$ cat src/rtl/xif_offload_initiator_if.sv
// Core-side CORE-V-XIF offload bundle: core instruction port, issue/commit/result
// channels and integer register-file writeback, seen from the initiator (master).
interface xif_offload_initiator_if #(
    parameter int X_ID_WIDTH      = 4,
    parameter int XLEN            = 32,
    parameter int MAX_OUTSTANDING = 4
);
    localparam int CNT_W = $clog2(MAX_OUTSTANDING + 1);

    logic                  instr_valid;
    logic                  instr_ready;
    logic [31:0]           instr;
    logic [XLEN-1:0]       rs1;
    logic [XLEN-1:0]       rs2;

    logic                  issue_valid;
    logic                  issue_ready;
    logic [31:0]           issue_instr;
    logic [X_ID_WIDTH-1:0] issue_id;
    logic [XLEN-1:0]       issue_rs0;
    logic [XLEN-1:0]       issue_rs1;
    logic                  issue_resp_accept;
    logic                  issue_resp_writeback;

    logic                  commit_valid;
    logic [X_ID_WIDTH-1:0] commit_id;
    logic                  commit_kill;

    logic                  result_valid;
    logic                  result_ready;
    logic [X_ID_WIDTH-1:0] result_id;
    logic [XLEN-1:0]       result_data;
    logic [4:0]            result_rd;
    logic                  result_we;

    logic                  wb_stall;
    logic                  xreg_we;
    logic [4:0]            xreg_waddr;
    logic [XLEN-1:0]       xreg_wdata;

    logic                  offload_done;
    logic                  offload_rejected;
    logic [CNT_W-1:0]      outstanding;
    logic                  protocol_err;

    modport master (
        input  instr_valid, instr, rs1, rs2,
        input  issue_ready, issue_resp_accept, issue_resp_writeback,
        input  result_valid, result_id, result_data, result_rd, result_we,
        input  wb_stall,
        output instr_ready,
        output issue_valid, issue_instr, issue_id, issue_rs0, issue_rs1,
        output commit_valid, commit_id, commit_kill,
        output result_ready,
        output xreg_we, xreg_waddr, xreg_wdata,
        output offload_done, offload_rejected, outstanding, protocol_err
    );

    modport slave (
        output instr_valid, instr, rs1, rs2,
        output issue_ready, issue_resp_accept, issue_resp_writeback,
        output result_valid, result_id, result_data, result_rd, result_we,
        output wb_stall,
        input  instr_ready,
        input  issue_valid, issue_instr, issue_id, issue_rs0, issue_rs1,
        input  commit_valid, commit_id, commit_kill,
        input  result_ready,
        input  xreg_we, xreg_waddr, xreg_wdata,
        input  offload_done, offload_rejected, outstanding, protocol_err
    );
endinterface

$ cat src/rtl/xif_offload_initiator.sv
// XIF offload initiator: issues core instructions with fresh IDs, commits them,
// tracks accepted IDs in a bitmap and writes returned results to the integer RF.
//
// state  | meaning
// IDLE   | waiting for a core instruction and a free ID
// ISSUE  | issue_valid held with stable payload until issue_ready
// COMMIT | single-cycle commit (kill on reject), then back to IDLE
module xif_offload_initiator #(
    parameter int X_ID_WIDTH      = 4,
    parameter int XLEN            = 32,
    parameter int MAX_OUTSTANDING = 4
) (
    input  logic ck,
    input  logic rst,
    xif_offload_initiator_if.master bus
);
    localparam int NUM_IDS = 2 ** X_ID_WIDTH;
    localparam int CNT_W   = $clog2(MAX_OUTSTANDING + 1);
    localparam logic [CNT_W-1:0] MAX_CNT = CNT_W'(MAX_OUTSTANDING);

    typedef enum logic [1:0] {IDLE, ISSUE, COMMIT} state_t;

    state_t                state_q, state_d;
    logic [X_ID_WIDTH-1:0] next_id_q;
    logic [NUM_IDS-1:0]    bitmap_q, bitmap_d;
    logic [CNT_W-1:0]      outstanding_q, outstanding_d;
    logic                  err_q;
    logic                  accept_q;
    logic [31:0]           instr_q;
    logic [XLEN-1:0]       rs0_q, rs1_q;
    logic [X_ID_WIDTH-1:0] id_q;
    logic                  xreg_we_q;
    logic [4:0]            xreg_waddr_q;
    logic [XLEN-1:0]       xreg_wdata_q;

    logic instr_ready_c, take, issue_hs, commit_acc, res_hs, res_hit, res_bad;

    always_comb begin
        state_d       = state_q;
        instr_ready_c = 1'b0;
        take          = 1'b0;
        issue_hs      = 1'b0;
        commit_acc    = 1'b0;
        case (state_q)
            IDLE: begin
                instr_ready_c = (outstanding_q < MAX_CNT) && !bitmap_q[next_id_q];
                take          = bus.instr_valid && instr_ready_c;
                if (take) state_d = ISSUE;
            end
            ISSUE: begin
                issue_hs = bus.issue_ready;
                if (issue_hs) state_d = COMMIT;
            end
            COMMIT: begin
                commit_acc = accept_q;
                state_d    = IDLE;
            end
            default: state_d = IDLE;
        endcase
    end

    // A result for the ID committing this cycle is still untracked here.
    always_comb begin
        res_hs  = bus.result_valid && !bus.wb_stall;
        res_hit = res_hs && bitmap_q[bus.result_id];
        res_bad = res_hs && !bitmap_q[bus.result_id];

        bitmap_d = bitmap_q;
        if (commit_acc) bitmap_d[id_q] = 1'b1;
        if (res_hit)    bitmap_d[bus.result_id] = 1'b0;

        outstanding_d = outstanding_q;
        case ({commit_acc, res_hit})
            2'b10:   outstanding_d = outstanding_q + CNT_W'(1);
            2'b01:   outstanding_d = outstanding_q - CNT_W'(1);
            default: outstanding_d = outstanding_q;
        endcase
    end

    always_ff @(posedge ck or posedge rst) begin
        if (rst) begin
            state_q       <= IDLE;
            next_id_q     <= '0;
            bitmap_q      <= '0;
            outstanding_q <= '0;
            err_q         <= 1'b0;
            accept_q      <= 1'b0;
            instr_q       <= '0;
            rs0_q         <= '0;
            rs1_q         <= '0;
            id_q          <= '0;
            xreg_we_q     <= 1'b0;
            xreg_waddr_q  <= '0;
            xreg_wdata_q  <= '0;
        end else begin
            state_q       <= state_d;
            bitmap_q      <= bitmap_d;
            outstanding_q <= outstanding_d;
            if (take) begin
                instr_q <= bus.instr;
                rs0_q   <= bus.rs1;
                rs1_q   <= bus.rs2;
                id_q    <= next_id_q;
            end
            if (issue_hs) begin
                accept_q  <= bus.issue_resp_accept;
                next_id_q <= next_id_q + X_ID_WIDTH'(1);
            end
            if (res_bad) err_q <= 1'b1;
            xreg_we_q <= res_hit && bus.result_we;
            if (res_hit && bus.result_we) begin
                xreg_waddr_q <= bus.result_rd;
                xreg_wdata_q <= bus.result_data;
            end
        end
    end

    // Handshake readies are held low while reset is asserted.
    assign bus.instr_ready      = !rst && instr_ready_c;
    assign bus.result_ready     = !rst && !bus.wb_stall;
    assign bus.issue_valid      = (state_q == ISSUE);
    assign bus.issue_instr      = instr_q;
    assign bus.issue_id         = id_q;
    assign bus.issue_rs0        = rs0_q;
    assign bus.issue_rs1        = rs1_q;
    assign bus.commit_valid     = (state_q == COMMIT);
    assign bus.commit_id        = (state_q == COMMIT) ? id_q : '0;
    assign bus.commit_kill      = (state_q == COMMIT) && !accept_q;
    assign bus.offload_done     = (state_q == COMMIT) && accept_q;
    assign bus.offload_rejected = (state_q == COMMIT) && !accept_q;
    assign bus.xreg_we          = xreg_we_q;
    assign bus.xreg_waddr       = xreg_waddr_q;
    assign bus.xreg_wdata       = xreg_wdata_q;
    assign bus.outstanding      = outstanding_q;
    assign bus.protocol_err     = err_q;
endmodule

$ cat src/flat_wrapper.sv
// flat-port wrapper written by rule: the top's interface ports become plain ports
module xif_offload_initiator_flat 
#(
    parameter int X_ID_WIDTH      = 4,
    parameter int XLEN            = 32,
    parameter int MAX_OUTSTANDING = 4
)
  (ck, rst, bus_instr_valid, bus_instr, bus_rs1, bus_rs2, bus_issue_ready, bus_issue_resp_accept, bus_issue_resp_writeback, bus_result_valid, bus_result_id, bus_result_data, bus_result_rd, bus_result_we, bus_wb_stall, bus_instr_ready, bus_issue_valid, bus_issue_instr, bus_issue_id, bus_issue_rs0, bus_issue_rs1, bus_commit_valid, bus_commit_id, bus_commit_kill, bus_result_ready, bus_xreg_we, bus_xreg_waddr, bus_xreg_wdata, bus_offload_done, bus_offload_rejected, bus_outstanding, bus_protocol_err);
  xif_offload_initiator_if #(.X_ID_WIDTH(X_ID_WIDTH), .XLEN(XLEN), .MAX_OUTSTANDING(MAX_OUTSTANDING)) bus_i ();
  input  logic ck;
  input  logic rst;
  input wire logic [$bits(bus_i.instr_valid)-1:0] bus_instr_valid;
  input wire logic [$bits(bus_i.instr)-1:0] bus_instr;
  input wire logic [$bits(bus_i.rs1)-1:0] bus_rs1;
  input wire logic [$bits(bus_i.rs2)-1:0] bus_rs2;
  input wire logic [$bits(bus_i.issue_ready)-1:0] bus_issue_ready;
  input wire logic [$bits(bus_i.issue_resp_accept)-1:0] bus_issue_resp_accept;
  input wire logic [$bits(bus_i.issue_resp_writeback)-1:0] bus_issue_resp_writeback;
  input wire logic [$bits(bus_i.result_valid)-1:0] bus_result_valid;
  input wire logic [$bits(bus_i.result_id)-1:0] bus_result_id;
  input wire logic [$bits(bus_i.result_data)-1:0] bus_result_data;
  input wire logic [$bits(bus_i.result_rd)-1:0] bus_result_rd;
  input wire logic [$bits(bus_i.result_we)-1:0] bus_result_we;
  input wire logic [$bits(bus_i.wb_stall)-1:0] bus_wb_stall;
  output wire logic [$bits(bus_i.instr_ready)-1:0] bus_instr_ready;
  output wire logic [$bits(bus_i.issue_valid)-1:0] bus_issue_valid;
  output wire logic [$bits(bus_i.issue_instr)-1:0] bus_issue_instr;
  output wire logic [$bits(bus_i.issue_id)-1:0] bus_issue_id;
  output wire logic [$bits(bus_i.issue_rs0)-1:0] bus_issue_rs0;
  output wire logic [$bits(bus_i.issue_rs1)-1:0] bus_issue_rs1;
  output wire logic [$bits(bus_i.commit_valid)-1:0] bus_commit_valid;
  output wire logic [$bits(bus_i.commit_id)-1:0] bus_commit_id;
  output wire logic [$bits(bus_i.commit_kill)-1:0] bus_commit_kill;
  output wire logic [$bits(bus_i.result_ready)-1:0] bus_result_ready;
  output wire logic [$bits(bus_i.xreg_we)-1:0] bus_xreg_we;
  output wire logic [$bits(bus_i.xreg_waddr)-1:0] bus_xreg_waddr;
  output wire logic [$bits(bus_i.xreg_wdata)-1:0] bus_xreg_wdata;
  output wire logic [$bits(bus_i.offload_done)-1:0] bus_offload_done;
  output wire logic [$bits(bus_i.offload_rejected)-1:0] bus_offload_rejected;
  output wire logic [$bits(bus_i.outstanding)-1:0] bus_outstanding;
  output wire logic [$bits(bus_i.protocol_err)-1:0] bus_protocol_err;
  assign bus_i.instr_valid = bus_instr_valid;
  assign bus_i.instr = bus_instr;
  assign bus_i.rs1 = bus_rs1;
  assign bus_i.rs2 = bus_rs2;
  assign bus_i.issue_ready = bus_issue_ready;
  assign bus_i.issue_resp_accept = bus_issue_resp_accept;
  assign bus_i.issue_resp_writeback = bus_issue_resp_writeback;
  assign bus_i.result_valid = bus_result_valid;
  assign bus_i.result_id = bus_result_id;
  assign bus_i.result_data = bus_result_data;
  assign bus_i.result_rd = bus_result_rd;
  assign bus_i.result_we = bus_result_we;
  assign bus_i.wb_stall = bus_wb_stall;
  assign bus_instr_ready = bus_i.instr_ready;
  assign bus_issue_valid = bus_i.issue_valid;
  assign bus_issue_instr = bus_i.issue_instr;
  assign bus_issue_id = bus_i.issue_id;
  assign bus_issue_rs0 = bus_i.issue_rs0;
  assign bus_issue_rs1 = bus_i.issue_rs1;
  assign bus_commit_valid = bus_i.commit_valid;
  assign bus_commit_id = bus_i.commit_id;
  assign bus_commit_kill = bus_i.commit_kill;
  assign bus_result_ready = bus_i.result_ready;
  assign bus_xreg_we = bus_i.xreg_we;
  assign bus_xreg_waddr = bus_i.xreg_waddr;
  assign bus_xreg_wdata = bus_i.xreg_wdata;
  assign bus_offload_done = bus_i.offload_done;
  assign bus_offload_rejected = bus_i.offload_rejected;
  assign bus_outstanding = bus_i.outstanding;
  assign bus_protocol_err = bus_i.protocol_err;
  xif_offload_initiator #(.X_ID_WIDTH(X_ID_WIDTH), .XLEN(XLEN), .MAX_OUTSTANDING(MAX_OUTSTANDING)) u_core (.ck(ck), .rst(rst), .bus(bus_i));
endmodule
$ cat config.mk
export PLATFORM = sky130hd
export DESIGN_NAME = xif_offload_initiator_flat
export DESIGN_NICKNAME = d
export VERILOG_FILES = /design/src/rtl/xif_offload_initiator_if.sv /design/src/rtl/xif_offload_initiator.sv /design/src/flat_wrapper.sv
export SDC_FILE = /design/constraint.sdc
export NUM_CORES = 1
export LEC_CHECK = 0
export CAP_MARGIN = 30
export CORE_MARGIN = 1
export CORE_UTILIZATION = 25
export CTS_BUF_LIST = sky130_fd_sc_hd__clkbuf_4 sky130_fd_sc_hd__clkbuf_8 sky130_fd_sc_hd__clkbuf_16
export CTS_CLUSTER_SIZE = 28
export DETAILED_ROUTE_END_ITERATION = 12
export GPL_ROUTABILITY_DRIVEN = 0
export HOLD_SLACK_MARGIN = 0.03
export PLACE_DENSITY = 0.62
export SLEW_MARGIN = 20
export SYNTH_ARGS = -nofsm -noshare
export SYNTH_HDL_FRONTEND = slang
export SYNTH_SLANG_ARGS = --single-unit
$ cat constraint.sdc
create_clock -name ck -period 7.13 [get_ports ck]
set_clock_uncertainty 0.1 [all_clocks]
set_input_delay 0.713 -clock ck [delete_from_list [all_inputs] [get_ports ck]]
set_output_delay 0.713 -clock ck [all_outputs]
set_load 0.03 [all_outputs]
==> results.sh, run 1 <==
export IMPL_numCtsBuffers=17
export IMPL_crit_buf_inv=1
export IMPL_antenna_found_initial=0
export IMPL_top_layer_used="met4"
export IMPL_yosysTopAreaCell="dfrtp_1"
export IMPL_report_final_setup_viol=0
export IMPL_final_hold_violation_count=0
export IMPL_fp_dieW_um=171
export IMPL_routed_wl_mm=19.0
export IMPL_cts_tree="built"
export IMPL_layout_setup_ws_ns=3.40
export IMPL_layout_drive_gt1_share=0.207
export IMPL_leakage_nw=4.87
export IMPL_start_util=0.256
export IMPL_synth_cell_area_um2=7150
export IMPL_h_tree_depth=4
export IMPL_yosys_top_cells_count="165 x dfrtp_1, 99 x mux2_4, 30 x a21oi_1"
export IMPL_cp_required_ns=6.32
export IMPL_irDropWorstVdd_v=0.000221
export IMPL_synth_fp_nets=594
export IMPL_yosysMostFrequentCell="dfrtp_1"
export IMPL_dp_cells=1106
export IMPL_viasPerCell=4.17
export IMPL_worstSetupPathType="reg2out"
export IMPL_ios=299
export IMPL_timing_rr_start="u_core.next_id_q[1]$_DFFE_PP0P_"
export IMPL_synthCells=445
export IMPL_fin_crit_sh=0.523
export IMPL_drv_slew=0
export IMPL_finalNonFillerCells=1138
export IMPL_numPortBuffers=297
export IMPL_crit_path_max_fanout=12
export IMPL_crit_path_cell_trace="mux2i_1 -> mux4_2 -> mux2_2 -> and3_1 -> clkdlybuf4s50_1"
export IMPL_syn_to_final_growth_pct=53.4
export IMPL_cts_resized=0
export IMPL_crit_family="multiplexers"
export IMPL_gr_total_overflow=0
export IMPL_yosysUniqueCellTypes=35
export IMPL_die_area_um2=29300
export IMPL_cts_root_buf="clkbuf_16"
export IMPL_ys_ff_latch=165
export IMPL_die_y_um=171
export IMPL_regArea_um2=4130
export IMPL_tns_ns=0
export IMPL_grt_pass1_wl_mm=28.4
export IMPL_diodes=0
export IMPL_pwr_share_seq=0.310
export IMPL_post_cts_buffers=0
export IMPL_drtIter0Drc=239
export IMPL_hold_path_class="reg2reg"
export IMPL_multiInputGateArea_um2=2730
export IMPL_hold_depth=1
export IMPL_rows=61
export IMPL_min_period_ns=3.73
export IMPL_nFillCells=2644
export IMPL_status="complete, no violations"
export IMPL_holdBufCountCts=0
export IMPL_clock_path_buffers=2
export IMPL_route_met3_wl_mm=1.49
export IMPL_grt_max_degree=51
export IMPL_first_pass_iters=4
export IMPL_slew_headroom=0.359
export IMPL_p_sw_frac=0.385
export IMPL_yosys_warnings=0
export IMPL_timing_fmax_mhz=268
export IMPL_route_met2_wl_mm=9.15
export IMPL_power_density_nw_per_um2=475
export IMPL_nets=896
export IMPL_clk_latency_ns=0.42
export IMPL_synth_top_area_frac=0.577
export IMPL_p_sw_mw=2.01
export IMPL_drc=0
export IMPL_clockPowerShare=0.174
export IMPL_met1_length_mm=8.18
export IMPL_r2r_end="u_core.bus.issue_instr[16]$_DFFE_PP0P_"
export IMPL_dpl_hpwl_mm=13.7
export IMPL_rsz0062_at_grt="false"
export IMPL_start_kind="flip-flop"
export IMPL_synth_seq_area_share=0.577
export IMPL_dp_slack_ns=3.39
export IMPL_grt_pass1_vias=4819
export IMPL_async_flop_share=1.00
export IMPL_coreArea_um2=27900
export IMPL_path_clk_slew_ns=0.07
export IMPL_synth_edff_count=0
export IMPL_ant_nets=0
export IMPL_cpMaxStageDelayCell="dfrtp_1"
export IMPL_cts_sinks=165
export IMPL_crit_path_max_incr_delay_ns=0.73
export IMPL_tightest_slew_ns=0.962
export IMPL_max_cap_viol_count=0
export IMPL_min_from="u_core.bus.protocol_err$_DFFE_PP0P_"
export IMPL_rr_worst_depth=6
export IMPL_worst_ep_arrival_time_ns=2.91
export IMPL_ys_flop_type="dfrtp_1"
export IMPL_synth_area_leaders="dfrtp_1 58%, mux2_4 21%, mux2_1 4.3%, buf_12 3.1%, mux2i_1 2.2%"
export IMPL_cp_end_kind="output pin"
export IMPL_drt_wirelength_per_cell_um=16.7
export IMPL_grt_total_usage=0.128
export IMPL_internal_power_mw=3.20
export IMPL_vias=4749
export IMPL_holdPathEnd="u_core.bus.protocol_err$_DFFE_PP0P_"
export IMPL_r2r_slack_ns=3.57
export IMPL_comb_power_share=0.516
export IMPL_synth_area_per_cell_um2=16.1
-- worst max path at each step --
stage	start	to	cells past startpoint
4_1_cts	u_core.next_id_q[1]$_DFFE_PP0P_	bus_instr_ready	5
3_3_place_gp	bus_result_id[3]	u_core.bus.xreg_wdata[0]$_DFFE_PP0P_	7
2_1_floorplan	rst	bus_instr_ready	2
3_5_place_dp	bus_result_id[3]	u_core.bus.xreg_waddr[3]$_DFFE_PP0P_	7
6_report	u_core.next_id_q[1]$_DFFE_PP0P_	bus_instr_ready	5
5_1_grt	u_core.next_id_q[1]$_DFFE_PP0P_	bus_instr_ready	5
-- power groups by stage --
stage	Combinational (mW)	Clock, mW	Sequential (mW)
final	2.69	0.907	1.62
after global routing	2.82	0.984	1.67
after CTS	2.72	0.943	1.62
after detailed placement	2.71	0	1.63
after global placement	2.69	0	1.62
after floorplan	1.12	0	2.29
-- area by class of cell --
type | count | share of cell area
Inverter | 4 | 0.00182
Sequential cell | 165 | 0.376
Multi-Input combinational cell | 255 | 0.249
Clock buffer | 18 | 0.0394
Timing Repair Buffer | 304 | 0.278
Tap cell | 378 | 0.0431
Clock inverter | 14 | 0.0128
-- flip-flops by register name, indices dropped and copies added, names as in the netlist --
name / flops
u_core.bus.issue_instr: 32
u_core.bus.issue_rs0: 32
u_core.bus.issue_rs1: 32
u_core.bus.xreg_wdata: 32
u_core.bitmap_q: 16
u_core.bus.xreg_waddr: 5
u_core.bus.issue_id: 4
u_core.next_id_q: 4
u_core.bus.outstanding: 3
u_core.state_q: 2
u_core.accept_q: 1
u_core.bus.protocol_err: 1
u_core.bus.xreg_we: 1
-- cell families (layout without fill, tap and decap cells) --
family	Yosys count	count (layout)	share of synthesized area
buffers and inverters	25	340	0.0422
and+or+nand+nor	50	50	0.0383
muxes	156	156	0.298
adders and majority gates	3	3	0.00630
AOI/OAI and AO/OA	40	40	0.0308
DFF	165	165	0.577
xor gates and xnor gates	6	6	0.00735
-- worst reg2reg max path, cell delays in order (launching register included) --
cell	delay (ns)
dfrtp_1	0.73
mux2i_1	0.18
mux4_2	0.52
and4_4	0.22
nor2b_4	0.44
buf_4	0.83
mux2_4	0.42
-- cells in the final DEF, fill, tap and decap left out, types with 6 or more instances in the layout --
cell type / n
clkdlybuf4s50_1: 297
dfrtp_1: 165
mux2_4: 99
a21oi_1: 29
mux2_1: 27
clkbuf_16: 17
mux2i_1: 16
nand2_1: 13
mux2_2: 12
nor2b_1: 10
nor2_1: 7
buf_4: 6
-- routing by layer --
layer  GRT usage  up-vias
met5           0        -
met4      0.0380        0
met3      0.0419       17
met2       0.212      186
met1       0.159     2373
li1            -     2173
-- metrics by stage --
| stage | util | area, um^2 | hold slack, ns | total power [mW] |
|---|---|---|---|---|
| 2_1_floorplan | - | 7150 | 0.368 | 3.40 |
| 3_3_place_gp | 0.371 | 10400 | 0.366 | 4.31 |
| 3_5_place_dp | 0.372 | 10400 | 0.360 | 4.34 |
| 4_1_cts | 0.393 | 11000 | 0.377 | 5.28 |
| 5_1_grt | 0.393 | 11000 | 0.390 | 5.48 |
| 6_report | 0.393 | 11000 | 0.376 | 5.21 |
No activity file was read; power rests on OpenSTA's default activity.
==> inputs of run 2 (changes only) <==
- PLACE_DENSITY: 0.62 -> 0.64
- clock period: 7.13 -> 3.2 ns (I/O delays scaled with it)
==> results.sh, run 2 (synthesis gave the netlist of run 1 again) <==
export IMPL_path_clk_slew_ns=0.08
export IMPL_diodes=0
export IMPL_worstSetupPathType="reg2out"
export IMPL_rsz0062_at_grt="false"
export IMPL_finalNonFillerCells=1150
export IMPL_routed_wl_mm=18.6
export IMPL_finalPower_mw=11.8
export IMPL_min_period_ns=2.73
export IMPL_power_density_nw_per_um2=1060
export IMPL_rows=61
export IMPL_irDropWorstVdd_v=0.000577
export IMPL_grt_total_usage=0.125
export IMPL_layout_drive_gt1_share=0.220
export IMPL_clock_path_buffers=2
export IMPL_tightest_slew_ns=0.701
export IMPL_layout_commonest_cell="clkdlybuf4s50_1"
export IMPL_holdBufCountCts=0
export IMPL_post_route_util=0.400
export IMPL_coreArea_um2=27900
export IMPL_numPortBuffers=297
export IMPL_drc=0
export IMPL_layout_common_cells="296 x clkdlybuf4s50_1, 164 x dfrtp_1, 99 x mux2_4"
export IMPL_numCtsBuffers=17
export IMPL_cts_root_buf="clkbuf_16"
export IMPL_tns_ns=0
export IMPL_worst_ep_arrival_time_ns=2.31
export IMPL_report_final_setup_viol=0
export IMPL_cts_sinks=165
export IMPL_viasPerCell=4.16
export IMPL_cp_required_ns=2.78
export IMPL_antenna_found_initial=0
export IMPL_drv_slew=0
export IMPL_start_kind="flip-flop"
export IMPL_h_tree_depth=4
export IMPL_r2r_slack_ns=0.64
export IMPL_fp_dieW_um=171
export IMPL_fin_crit_sh=0.854
export IMPL_dp_cells=1117
export IMPL_max_cap_viol_count=0
export IMPL_slew_headroom=0.533
export IMPL_status="complete, no violations"
export IMPL_grt_pass1_wl_mm=28.0
export IMPL_clk_latency_ns=0.42
export IMPL_die_area_um2=29300
export IMPL_dpl_hpwl_mm=13.4
export IMPL_die_y_um=171
export IMPL_first_pass_iters=4
export IMPL_drt_wirelength_per_cell_um=16.2
export IMPL_cts_tree="built"
export IMPL_vias=4781
export IMPL_cp_end_kind="output pin"
export IMPL_timing_fmax_mhz=366
export IMPL_ios=299
export IMPL_dp_slack_ns=0.182
export IMPL_grt_pass1_vias=4889
export IMPL_grt_max_degree=91
export IMPL_drtIter0Drc=187
export IMPL_start_util=0.256
export IMPL_leakage_nw=4.99
export IMPL_gr_total_overflow=0
export IMPL_final_hold_violation_count=0
export IMPL_hold_path_class="in2reg"
export IMPL_ant_nets=0
export IMPL_layout_setup_ws_ns=0.466
export IMPL_syn_to_final_growth_pct=56.0
export IMPL_nets=908
export IMPL_crit_path_max_fanout=11
## run 2: cell types whose count changed in the layout (fill, tap and decap cells not counted), moves of 2 or more
| cell | previous run | this run |
|---|---|---|
| clkbuf_8 | 0 | 2 |
| buf_4 | 6 | 13 |
| buf_12 | 0 | 6 |
| bufinv_16 | 0 | 2 |
| clkinv_8 | 2 | 0 |
## run 2: timing repair
item	in CTS	in global routing
endpoints found under the setup margin	1	1
gates resized for setup	1	1
setup buffers	0	1
## run 2: worst paths after layout
kind | cells after the start | from | to
max reg2reg | 7 | u_core.next_id_q[1]$_DFFE_PP0P_ | u_core.bus.issue_rs0[0]$_DFFE_PP0P_
min in group asynchronous | 3 | rst | u_core.bus.issue_rs1[17]$_DFFE_PP0P_
max | 5 | u_core.next_id_q[1]$_DFFE_PP0P_ | bus_instr_ready
min | 3 | bus_issue_resp_accept | u_core.accept_q$_DFFE_PP0P_
min reg2reg | 1 | u_core.bus.xreg_wdata[7]$_DFFE_PP0P_ | u_core.bus.xreg_wdata[7]$_DFFE_PP0P_
max in group asynchronous | 4 | rst | u_core.bus.issue_instr[9]$_DFFE_PP0P_
## run 2: worst max-delay path, cell delays in order, from the launching register on
cell and delay, ns:
dfrtp_2 0.52, mux2i_1 0.16, mux4_2 0.50, mux2_2 0.28
and3_1 0.18, dlymetal6s2s_1 0.25
## run 2: stage by stage
stage               hold WS [ns]  instance area (um^2)
CTS                        0.315                 11200
floorplan                  0.311                  7160
detailed placement         0.374                 10500
global placement           0.357                 10500
finish                     0.339                 11200
global route               0.322                 11200
## run 2: routing by layer
layer	part of all wire	GRT usage	vias up
li1	-	-	2201
met1	0.42	0.155	2370
met2	0.49	0.209	198
met3	0.082	0.0453	12
met4	0.0079	0.0272	0
met5	0	0	-
## run 2: layout make-up
cell class,count,area [um^2]
multi-input cells,255,2730
clock inverters,13,159
fillers,2668,16800
flip-flops and latches,165,4130
well taps,378,473
repair buffers,316,3190
inverters,4,18.8
clock buffers,19,453
## run 2: power breakdown
group | internal (mW) | switching, mW | leakage (nW)
registers | 3.00 | 0.595 | 1.96
logic | 3.18 | 2.89 | 2.72
clock network | 1.22 | 0.921 | 0.301
total | 7.40 | 4.41 | 4.99
==> inputs of run 3 (changes only) <==
- CTS_BUF_LIST: sky130_fd_sc_hd__clkbuf_4 sky130_fd_sc_hd__clkbuf_8 sky130_fd_sc_hd__clkbuf_16 -> sky130_fd_sc_hd__clkbuf_8 sky130_fd_sc_hd__clkbuf_16
- RECOVER_POWER: default -> 100
==> results.sh, run 3 (synthesis gave the netlist of run 1 again) <==
export IMPL_crit_family="multiplexers"
export IMPL_fp_dieW_um=171
export IMPL_r2r_end="u_core.bus.issue_rs1[7]$_DFFE_PP0P_"
export IMPL_p_sw_frac=0.399
export IMPL_cts_root_buf="clkbuf_16"
export IMPL_slew_headroom=0.0953
export IMPL_drv_slew=0
export IMPL_top_usage_layer="met2"
export IMPL_min_period_ns=2.84
export IMPL_path_clk_slew_ns=0.08
export IMPL_r2r_slack_ns=0.36
export IMPL_antenna_found_initial=0
export IMPL_grt_total_usage=0.125
export IMPL_rr_worst_depth=7
export IMPL_status="complete, no violations"
export IMPL_hold_path_class="in2reg"
export IMPL_cpMaxStageDelayCell="dfrtp_1"
export IMPL_finish_instance_area_um2=10800
export IMPL_numCtsBuffers=17
export IMPL_start_kind="flip-flop"
export IMPL_syn_to_final_growth_pct=50.3
export IMPL_pwr_share_seq=0.332
export IMPL_post_route_util=0.385
export IMPL_comb_power_share=0.467
export IMPL_internal_power_mw=6.39
export IMPL_start_util=0.256
export IMPL_holdBufCountCts=0
export IMPL_die_area_um2=29300
export IMPL_clk_latency_ns=0.42
export IMPL_layout_commonest_cell="dfrtp_1"
export IMPL_vias=4762
export IMPL_met3_usage=0.0453
export IMPL_worstSetupPathType="reg2reg"
export IMPL_routed_wl_mm=18.2
export IMPL_leakage_nw=4.61
export IMPL_worst_ep_arrival_time_ns=3.04
export IMPL_clockPowerShare=0.202
export IMPL_gr_total_overflow=0
export IMPL_report_final_setup_viol=0
export IMPL_clock_path_buffers=2
export IMPL_cp_required_ns=3.40
export IMPL_timing_rr_start="u_core.next_id_q[1]$_DFFE_PP0P_"
export IMPL_diodes=0
export IMPL_p_sw_mw=4.24
export IMPL_first_pass_iters=4
export IMPL_ios=299
export IMPL_layout_common_cells="165 x dfrtp_1, 154 x dlygate4sd3_1, 142 x clkdlybuf4s50_1"
export IMPL_tns_ns=0
export IMPL_dpl_cell_area_um2=10500
export IMPL_ant_nets=0
export IMPL_holdPathEnd="u_core.accept_q$_DFFE_PP0P_"
export IMPL_crit_path_max_fanout=20
export IMPL_power_density_nw_per_um2=989
export IMPL_drt_wirelength_per_cell_um=15.8
export IMPL_cp_end_kind="flip-flop"
export IMPL_use_met1=0.155
export IMPL_grt_max_degree=91
export IMPL_final_hold_violation_count=0
export IMPL_h_tree_depth=4
export IMPL_viasPerCell=4.14
export IMPL_fin_crit_sh=0.889
export IMPL_min_from="bus_issue_resp_accept"
export IMPL_timing_fmax_mhz=352
export IMPL_dpl_hpwl_mm=13.4
export IMPL_drc=0
export IMPL_coreArea_um2=27900
export IMPL_cts_sinks=165
export IMPL_drtIter0Drc=143
export IMPL_crit_buf_inv=2
export IMPL_crit_path_max_incr_delay_ns=0.66
export IMPL_irDropWorstVdd_v=0.000530
export IMPL_hold_depth=3
export IMPL_max_cap_viol_count=0
export IMPL_cts_tree="built"
export IMPL_grt_pass1_wl_mm=28.0
export IMPL_layout_drive_gt1_share=0.0920
export IMPL_die_y_um=171
export IMPL_tightest_slew_ns=1.36
export IMPL_grt_pass1_vias=4889
export IMPL_nets=908
export IMPL_numPortBuffers=297
export IMPL_crit_path_cell_trace="mux2i_1 -> mux4_2 -> and4_1 -> nor2b_4 -> buf_12 -> clkbuf_4 -> mux2_1"
export IMPL_globalRouteMet2Util=0.209
export IMPL_rows=61
export IMPL_rsz0062_at_grt="false"
[run 3: changes by cell type in the layout (fill, tap and decap cells not counted), moves of 2 or more]
cell,change
mux2_4,-90
clkdlybuf4s50_1,-154
dlygate4sd3_1,+154
clkbuf_4,+2
buf_4,-8
mux2_1,+90
buf_12,-2
clkbuf_1,+7
[run 3: repair_timing]
action / in CTS / in global routing
endpoints found under the hold margin: 0 / 0
setup endpoints to repair: 1 / 1
setup buffers: 0 / 1
gates resized for setup: 1 / 1
[run 3: cell type report]
cell class	instances	area, um^2
repair buffers	316	3140
clock inverters	13	159
fillers	2771	17200
inverters	4	16.3
flip-flops and latches	165	4130
well taps	378	473
multi-input cells	255	2380
clock buffers	19	453
[run 3: worst max-delay path by stage]
stage                     slack [ns]                             from                               endpoint  cells after the start
final                           0.36  u_core.next_id_q[1]$_DFFE_PP0P_    u_core.bus.issue_rs1[7]$_DFFE_PP0P_                      7
after global routing            0.19                              rst   u_core.bus.issue_rs0[15]$_DFFE_PP0P_                      4
after global placement          0.21                 bus_result_id[3]  u_core.bus.outstanding[1]$_DFFE_PP0P_                      8
after CTS                       0.07  u_core.next_id_q[1]$_DFFE_PP0P_                        bus_instr_ready                      5
after detailed placement        0.18                 bus_result_id[3]  u_core.bus.outstanding[1]$_DFFE_PP0P_                      8
after floorplan                -0.54                              rst                        bus_instr_ready                      2
[run 3: power groups by stage]
| stage | clock network (mW) | registers [mW] | logic [mW] |
|---|---|---|---|
| 5_1_grt | 2.32 | 3.65 | 5.28 |
| 2_1_floorplan | 0 | 5.10 | 2.49 |
| 3_3_place_gp | 0 | 3.60 | 6.09 |
| 3_5_place_dp | 0 | 3.62 | 6.11 |
| 4_1_cts | 2.23 | 3.60 | 6.14 |
| 6_report | 2.15 | 3.52 | 4.96 |
[run 3: layer usage]
| metal | share of wire | vias up |
|---|---|---|
| met5 | 0 | - |
| met1 | 0.42 | 2348 |
| met3 | 0.085 | 12 |
| met4 | 0.0079 | 0 |
| li1 | - | 2207 |
| met2 | 0.49 | 195 |
[run 3: metrics by stage]
stage	instances	worst slack (ns)	hold WS, ns	power, mW
final	1150	0.356	0.339	10.6
after global routing	1150	0.186	0.322	11.2
after CTS	1149	0.0690	0.315	12.0
after detailed placement	1117	0.182	0.374	9.73
after global placement	1117	0.207	0.357	9.69
after floorplan	445	-0.539	0.311	7.59
[run 3: worst min-delay path, cell delays in order]
cell             delay (ns)
clkdlybuf4s50_1        0.39
nand2_1                0.06
nand2_1                0.04
==> patch, RTL diff (flow settings as in run 2) <==
Re-encode `state_t` (3 states) as one-hot, 3 bits wide.
--- a/src/rtl/xif_offload_initiator.sv
+++ b/src/rtl/xif_offload_initiator.sv
@@ -18,7 +18,7 @@
     localparam int CNT_W   = $clog2(MAX_OUTSTANDING + 1);
     localparam logic [CNT_W-1:0] MAX_CNT = CNT_W'(MAX_OUTSTANDING);
 
-    typedef enum logic [1:0] {IDLE, ISSUE, COMMIT} state_t;
+    typedef enum logic [2:0] {IDLE = 3'b001, ISSUE = 3'b010, COMMIT = 3'b100} state_t;
 
     state_t                state_q, state_d;
     logic [X_ID_WIDTH-1:0] next_id_q;
Formal check against the unedited RTL: same outputs for any inputs over 10 cycles, from zero or initial values and one cycle with rst high; not proved beyond that.
==> patch against run 2 <==
First-iteration DRC count shrank 2.7%. Final cell count shrank 0.26%. Die area grew 0.11%. Sequential cell count grew 1. Synthesized area grew 0.10%. Routed wire length shrank 0.65%. Power shrank 7.8%. Design area shrank 0.39%. Synthesized cell count grew 0.67%. Clock power shrank 3%. Worst setup slack lost 310 ps. Core utilization shrank 0.27 points. Count of clock-buffer cells in the layout shrank 1. Critical path type unchanged. Critical endpoint unchanged. Largest cell class unchanged. Largest power group unchanged. Highest routed layer unchanged.
==> patch: results (changes against run 2) <==
Multi-In Gates=257 (+0.78%); Lkg Pwr=4.655 nW (-6.7%); iteration count of the initial detailed-routing pass=4 (unchanged); via count=4829 (+1.0%); post-synthesis sequential area ratio=0.5803 (+0.003064); Synth area leaders=dfrtp_1, mux2_4, mux2_2; FF/Latch Area=4155 µm² (+0.61%); clkbuf count=18 (-1); Synth cell types=39 (+11%); initial antenna violation count=0 (unchanged); final core utilization=0.3969 (-0.002652); final net count=906 (-0.22%); share of layout cells above drive strength 1=0.2523 (+0.03207); post-CTS sizing=0 (-1); first-pass GRT wire length=28060 µm (+0.30%); Plain + repair buffers=312 (-1.3%); P_int=0.006878 W (-7.1%); Tmin final=3045 ps (+310.6 ps); Global Route Usage Sum=0.1241 (-0.001300); DP Wirelength=13220 µm (-1.3%); First DRT Iteration DRCs=182 (-2.7%); Critical Path AT=2620 ps (+310 ps); multi-input combinational area share=0.2464 (+0.001416); status=finished, final reports clean; Ys Warns=0 (unchanged); sequential cells=166 (+0.61%); Clock Path Buffers=2 (unchanged); register-to-register path setup slack=380 ps (-260 ps); Placed Instance Area=10530 µm² (about the same); total nets after synthesis=597 (+0.51%); inverters=3 (-1); largest net degree at the start of global routing=167 (+84%); Clock buffers and inverters, area share=0.05279 (-0.002035); critical path's largest stage delay=690 ps (+170 ps); drt wl/cell=16.11 µm (-0.39%); Relative slew margins=0.3050 (-0.2279); pre-CTS setup slack=212.0 ps (+29.91 ps); Post-synth top cells=dfrtp_1, mux2_4, mux2_2; critical path fanouts, max=5 (-6); CP max-delay cell=clkdlybuf4s50_1; sequential share of cell area=0.3738 (+0.003710); Peak VDD IR=0.3548 mV (-39%); Non-clock buffer share=0.2832 (-0.002924); # fillers=2665 (-0.11%)
[patch: cell types whose count changed after synthesis, sizes merged, moves of 4 or more]
cell and change:
nor2b -5, mux2i -4, clkbuf +4, mux2 +5
nor2 +6, nand2 -7
[patch: path summary, 6_finish.rpt]
kind / depth (start not counted) / startpoint / end
max reg2reg: 6 / u_core.next_id_q[0] / u_core.bus.issue_rs1[26]
min reg2reg: 1 / u_core.bus.protocol_err / u_core.bus.protocol_err
min: 3 / bus_issue_ready / u_core.state_q[1]
max in group asynchronous: 3 / rst / u_core.bus.issue_rs1[16]
min in group asynchronous: 3 / rst / u_core.bitmap_q[4]
max: 6 / u_core.next_id_q[0] / bus_instr_ready
[patch: stage by stage]
stage,instances,hold WS (ps)
floorplan,448,350.0
global placement,1116,343.4
detailed placement,1116,346.5
CTS,1147,366.2
global route,1147,381.2
finish,1147,392.4
[patch: power groups by stage]
stage	clock, W	combinational, W	sequential (W)
global placement	0	0.00537	0.00344
global route	0.00224	0.00564	0.00355
floorplan	0	0.00192	0.00493
detailed placement	0	0.00541	0.00348
CTS	0.00216	0.00544	0.00345
finish	0.00207	0.00537	0.00344
[patch: kinds of logic after synthesis]
| kind of cell | synth area share |
|---|---|
| AO/OA/AOI/OAI | 0.03407 |
| XOR/XNOR | 0.007339 |
| adder cells (fa/ha/maj) | 0.006290 |
| buffers and inverters | 0.03879 |
| flip-flops | 0.5803 |
| multiplexers | 0.2941 |
| AND/OR/NAND/NOR | 0.03914 |
[patch: per-layer routing]
metal | vias up | global-route usage | wire length (µm)
met4 | 0 | 0.04037 | 294
met2 | 219 | 0.2025 | 8680
met1 | 2367 | 0.1488 | 7746
met5 | - | 0 | 0
li1 | 2221 | - | -
met3 | 22 | 0.04924 | 1753
